**src/rtl/chan_rd_if.sv**
```systemverilog
// chan_rd_if: strobe inputs and per-channel read address/strobe/status outputs of chan_rd_sequencer.
interface chan_rd_if #(
  parameter int N_CH  = 5,
  parameter int ADR_W = 5
);
  logic [N_CH-1:0]       strob;
  logic [N_CH-1:0]       rd;
  logic [N_CH*ADR_W-1:0] rd_adr;
  logic [N_CH-1:0]       adr_valid;
  logic [N_CH-1:0]       done;
  logic [N_CH-1:0]       abort;
  logic                  busy;
  modport master (input strob, output rd, rd_adr, adr_valid, done, abort, busy);
  modport slave  (output strob, input rd, rd_adr, adr_valid, done, abort, busy);
endinterface

```
**src/rtl/chan_rd_sequencer.sv**
```systemverilog
// chan_rd_sequencer: N-channel slotted read-address/RD-pulse sequencer with optional channel chaining.
module chan_rd_sequencer #(
  parameter int N_CH     = 5,
  parameter int WORDS    = 18,
  parameter int ADR_W    = 5,
  parameter int SLOT_LEN = 64,
  parameter int RD_START = 40,
  parameter int RD_LEN   = 4,
  parameter bit CHAIN_EN = 1'b1
) (
  input logic       clk,
  input logic       rst,
  chan_rd_if.master bus
);
  localparam int SW = $clog2(SLOT_LEN + 1);
  localparam logic [1:0] IDLE = 2'd0, ARM = 2'd1, RUN = 2'd2, WAIT = 2'd3;
  localparam logic [SW-1:0] SL_LAST = SW'(SLOT_LEN - 1);
  localparam logic [SW-1:0] RD_LO = SW'(RD_START);
  localparam logic [SW-1:0] RD_HI = SW'(RD_START + RD_LEN - 1);
  localparam logic [ADR_W-1:0] W_LAST = ADR_W'(WORDS - 1);
  if (RD_START + RD_LEN > SLOT_LEN || WORDS > 2 ** ADR_W || RD_LEN < 1 || N_CH < 1) begin : g_bad
    $error("chan_rd_sequencer: illegal parameter set");
  end
  logic [N_CH-1:0] vn;
  for (genvar k = 0; k < N_CH; k++) begin : g_ch
    logic [1:0]       sy, st, st_n;
    logic [SW-1:0]    slot, slot_n;
    logic [ADR_W-1:0] word, word_n, adr_r;
    logic             go, stay, wrap, last_n, rd_r, v_r, d_r, a_r;
    if (k == 0 || !CHAIN_EN) begin : g_free
      assign go = 1'b1;
    end else begin : g_chain
      assign go = bus.done[k-1];
    end
    // outputs are registered from the next-state decode so they line up with the state they describe
    always_comb begin
      wrap   = slot == SL_LAST;
      st_n   = st == IDLE ? (sy[1] ? ARM : IDLE)
             : st == ARM  ? (!sy[1] ? IDLE : go ? RUN : ARM)
             : st == RUN  ? (wrap && word == W_LAST ? WAIT : sy[1] ? RUN : IDLE)
             :              (sy[1] ? WAIT : IDLE);
      stay   = st == RUN && st_n == RUN;
      slot_n = stay ? (wrap ? '0 : slot + SW'(1)) : '0;
      word_n = stay ? word + ADR_W'(wrap) : '0;
      last_n = st_n == RUN && slot_n == SL_LAST && word_n == W_LAST;
    end
    always_ff @(posedge clk)
      if (rst) begin
        sy    <= '0;
        st    <= IDLE;
        slot  <= '0;
        word  <= '0;
        adr_r <= '0;
        rd_r  <= 1'b0;
        v_r   <= 1'b0;
        d_r   <= 1'b0;
        a_r   <= 1'b0;
      end else begin
        sy    <= {sy[0], bus.strob[k]};
        st    <= st_n;
        slot  <= slot_n;
        word  <= word_n;
        adr_r <= word_n;
        rd_r  <= st_n == RUN && slot_n >= RD_LO && slot_n <= RD_HI;
        v_r   <= st_n == RUN;
        d_r   <= last_n;
        a_r   <= (st_n == ARM || st_n == RUN) && !sy[0] && !last_n;
      end
    assign bus.rd[k]                   = rd_r;
    assign bus.adr_valid[k]            = v_r;
    assign bus.done[k]                 = d_r;
    assign bus.abort[k]                = a_r;
    assign bus.rd_adr[k*ADR_W +: ADR_W] = adr_r;
    assign vn[k]                       = st_n == RUN;
  end
  always_ff @(posedge clk)
    bus.busy <= rst ? 1'b0 : |vn;
endmodule

```
**src/flat_wrapper.sv**
```systemverilog
// flat-port wrapper written by rule: the top's interface ports become plain ports
module chan_rd_sequencer_flat 
#(
  parameter int N_CH     = 5,
  parameter int WORDS    = 18,
  parameter int ADR_W    = 5,
  parameter int SLOT_LEN = 64,
  parameter int RD_START = 40,
  parameter int RD_LEN   = 4,
  parameter bit CHAIN_EN = 1'b1
)
  (clk, rst, bus_strob, bus_rd, bus_rd_adr, bus_adr_valid, bus_done, bus_abort, bus_busy);
  chan_rd_if #(.N_CH(N_CH), .ADR_W(ADR_W)) bus_i ();
  input logic clk;
  input logic rst;
  input wire logic [$bits(bus_i.strob)-1:0] bus_strob;
  output wire logic [$bits(bus_i.rd)-1:0] bus_rd;
  output wire logic [$bits(bus_i.rd_adr)-1:0] bus_rd_adr;
  output wire logic [$bits(bus_i.adr_valid)-1:0] bus_adr_valid;
  output wire logic [$bits(bus_i.done)-1:0] bus_done;
  output wire logic [$bits(bus_i.abort)-1:0] bus_abort;
  output wire logic [$bits(bus_i.busy)-1:0] bus_busy;
  assign bus_i.strob = bus_strob;
  assign bus_rd = bus_i.rd;
  assign bus_rd_adr = bus_i.rd_adr;
  assign bus_adr_valid = bus_i.adr_valid;
  assign bus_done = bus_i.done;
  assign bus_abort = bus_i.abort;
  assign bus_busy = bus_i.busy;
  chan_rd_sequencer #(.N_CH(N_CH), .WORDS(WORDS), .ADR_W(ADR_W), .SLOT_LEN(SLOT_LEN), .RD_START(RD_START), .RD_LEN(RD_LEN), .CHAIN_EN(CHAIN_EN)) u_core (.clk(clk), .rst(rst), .bus(bus_i));
endmodule
```
**config.mk**
```make
export PLATFORM = sky130hd
export DESIGN_NAME = chan_rd_sequencer_flat
export DESIGN_NICKNAME = d
export VERILOG_FILES = /design/src/rtl/chan_rd_if.sv /design/src/rtl/chan_rd_sequencer.sv /design/src/flat_wrapper.sv
export SDC_FILE = /design/constraint.sdc
export NUM_CORES = 1
export LEC_CHECK = 0
export ABC_CLOCK_PERIOD_IN_PS = 2550
export CAP_MARGIN = 0
export CORE_ASPECT_RATIO = 0.8
export CORE_MARGIN = 1.5
export CORE_UTILIZATION = 28
export DETAILED_ROUTE_END_ITERATION = 7
export HOLD_SLACK_MARGIN = 0.06
export PLACE_DENSITY = 0.44
export SYNTH_ARGS = -nofsm -noshare
export SYNTH_HDL_FRONTEND = slang
export SYNTH_SLANG_ARGS = --single-unit
```
**constraint.sdc**
```tcl
create_clock -name clk -period 2.55 [get_ports clk]
set_input_delay 0.765 -clock clk [delete_from_list [all_inputs] [get_ports clk]]
set_output_delay 0.765 -clock clk [all_outputs]
set_load 0.1 [all_outputs]
```
==> metrics.txt <==
status completed; via count 3793; met3 usage 4.38%; min Tclk post-route 2510 ps; worst r2r path cells 10; final hold vios 0; yosys warns 0; clock skew 6.36 ps; Final ANT Viol Nets 0; Synth Flop Type dfxtp_1; Design Area, Final 6170 sq um; Initial Util 28.9%; layout cell share with drive strength beyond 1 30.5%; VDD IR max 0.000306 V; H-tree depth 3; Detail Placement HPWL 8400 um; sequential power share 51.1%; Synth top area share 43.9%; number of global-route vias before repair 3573; clk slew on worst S/H paths 70 ps; cell area after synthesis 4610 sq um; MaxCap Viol Count 0; static leakage 0.00255 uW; area leader, netlist dfxtp_1; Area Growth Syn to Fin 33.8%; startpoint types flop; initial antenna violation count 0; CP Capture Type flop; die footprint 17300 sq um; Worst Path Arrival 2780 ps; DR iter-0 viols 197; largest net degree at the start of global routing 18; Final Util 38.7%; final worst setup slack 39.2 ps; multi-input logic area 2590 sq um; RSZ-0062 raised after global routing yes; PwrDens 505 nW/um^2; global-route met2 utilization 18.5%; period utilization 98.5%; die width 146 um; top-count cell post-synth dfxtp_1; clk buf depth 2; # setup viols final 0; GR Layer Usage met1 18.8%; Required @ worst endpoint 2820 ps; Synth area leaders dfxtp_1 44%, ha_1 5.4%, nor2_1 5.0%; first-pass GRT wire length 18000 um; CTS root buf clkbuf_16; ys async rst share 0%; Ports 53; EDFF count, synth 0; combinational power share 1.9%; r2r startpoint u_core.g_ch[4].word[0]; kind of critical path reg -> reg; Post-DP Area 5580 sq um; post-synthesis register bit count 101; CP max FO 3; Unique masters post-synth 55; Avg Vias per Cell 4.58; Critical path origin u_core.g_ch[4].word[0]; Most Crowded Layer GR met1; CTS sink cnt 101; hold slack final 436 ps; Worst R2R Setup Slack 40 ps; Slew @ Worst Pin 493 ps; post-synthesis sequential area ratio 43.9%; Sequential Area 2060 sq um; DRC errors left 0; die height 118 um; post-placement setup slack -66.6 ps; Filler Cell Count 1607; reg2reg end u_core.g_ch[4].d_r; Final Max Slew Viols 0; Post-Syn Nets 537; GP Congestion 0.878; IO Port Bufs 52; Tot GR Track Use 13.1%; top cells by count, synth 101 x dfxtp_1, 62 x nor2_1, 32 x nand2_1, 30 x nand3_1, 26 x nor2b_1; fmax 0.398 GHz; Max transition margin 66.7%; clk_lat worst skew 350 ps; NetSw 650 uW; GRT overflow 0; clock share of power 47.0%; Net Sw Frac 20.9%; Post-Route WL 11300 um; nets 635; detailed-route wire length per cell 13.6 um; Design Power 3110 uW; internal cell power 2460 uW; CTS tree done; CTS Buf Count 9; Critical Path End u_core.g_ch[4].d_r; area of the core 16000 sq um; Synth Instances 510; num rows 41; Hold Path Class reg -> reg; Antenna diodes 0; drt pass-1 iters 4; syn avg cell area 9.04 sq um
[area by class of cell]
class,count,area share (%)
Tap cell,215,4.36
Sequential cell,101,33.4
Timing Repair Buffer,116,14.6
Clock inverter,4,0.852
Multi-Input combinational cell,372,42.0
Clock buffer,12,4.34
Inverter,8,0.487
[state kept, by name, summed over array words and instances, names as in the netlist]
signal and flops:
u_core.g_ch.slot 35, u_core.g_ch.word 25, u_core.g_ch.st 10, u_core.g_ch.sy 10
u_core.g_ch.a_r 5, u_core.g_ch.d_r 5, u_core.g_ch.rd_r 5, u_core.g_ch.v_r 5
u_core.bus.busy 1
[what timing repair did]
action	CTS	global route
buffers inserted	1	6
endpoints found under the setup margin	3	18
pin swaps	2	15
resized for setup	2	44
hold buffers	0	0
[power by group through the flow]
stage | clock [uW] | combinational [uW] | sequential, uW
6_report | 1460 | 59.7 | 1590
5_1_grt | 1580 | 63.9 | 1590
4_1_cts | 1520 | 59.4 | 1590
3_5_place_dp | 0 | 59.0 | 1630
3_3_place_gp | 0 | 58.8 | 1630
2_1_floorplan | 0 | 34.7 | 1630
[stage by stage]
stage          setup TNS, ps  cells
3_3_place_gp               0    805
4_1_cts                -17.9    822
3_5_place_dp            -124    805
2_1_floorplan          -42.8    510
6_report                   0    828
5_1_grt                 -290    828
[critical path: stages (launching register included)]
cell and delay [ps]:
dfxtp_4 350, or4bb_4 540, nor4_4 290, a21o_1 130, ha_2 170, nand3b_1 120
a41oi_2 200, buf_4 150, nand4_1 90, buf_6 160, nor4_4 230
[logic make-up after synthesis]
group	count (synthesis)	share of synthesized area, %
AO/OA/AOI/OAI	59	8.74
adder cells (fa/ha/maj)	20	5.43
XOR/XNOR	36	6.84
AND/OR/NAND/NOR	253	29.6
multiplexers	4	0.868
buffers and inverters	37	4.69
flip-flops	101	43.9
[metal layers]
metal | up-vias | wire (um)
met5 | - | 0
met4 | 0 | 167
met3 | 18 | 524
met2 | 65 | 4770
met1 | 1743 | 5840
li1 | 1967 | -
[worst min-delay path by stage]
stage | from | endpoint | slack (ps) | cells past startpoint
2_1_floorplan | u_core.g_ch[2].sy[0] | u_core.g_ch[2].a_r | 390 | 1
3_3_place_gp | u_core.g_ch[0].sy[0] | u_core.g_ch[0].a_r | 430 | 1
3_5_place_dp | u_core.g_ch[4].sy[0] | u_core.g_ch[4].a_r | 430 | 1
4_1_cts | u_core.g_ch[4].sy[0] | u_core.g_ch[4].a_r | 440 | 1
5_1_grt | u_core.g_ch[0].sy[0] | u_core.g_ch[0].a_r | 450 | 1
6_report | u_core.g_ch[0].sy[0] | u_core.g_ch[0].a_r | 440 | 1
[cells in the final DEF, fill, tap and decap left out, drive strengths merged, types with 4 or more instances in the layout]
cell	Yosys	final
a21o	6	6
a21oi	13	13
a31oi	5	5
a41oi	4	4
and2	10	10
and2b	4	4
and3	16	16
buf	22	110
clkbuf	7	12
clkdlybuf4s50	0	6
dfxtp	101	101
ha	20	20
inv	8	9
mux2i	4	4
nand2	32	32
nand2b	12	12
nand3	31	31
nand3b	6	6
nand4	5	5
nor2	63	63
nor2b	26	26
nor3	17	17
nor4	8	8
nor4bb	5	5
o21a	4	4
o21ai	9	9
o22ai	6	6
or3	5	5
or4	4	4
xnor2	15	15
xor2	21	21
Power figures use the tool's default switching activity.
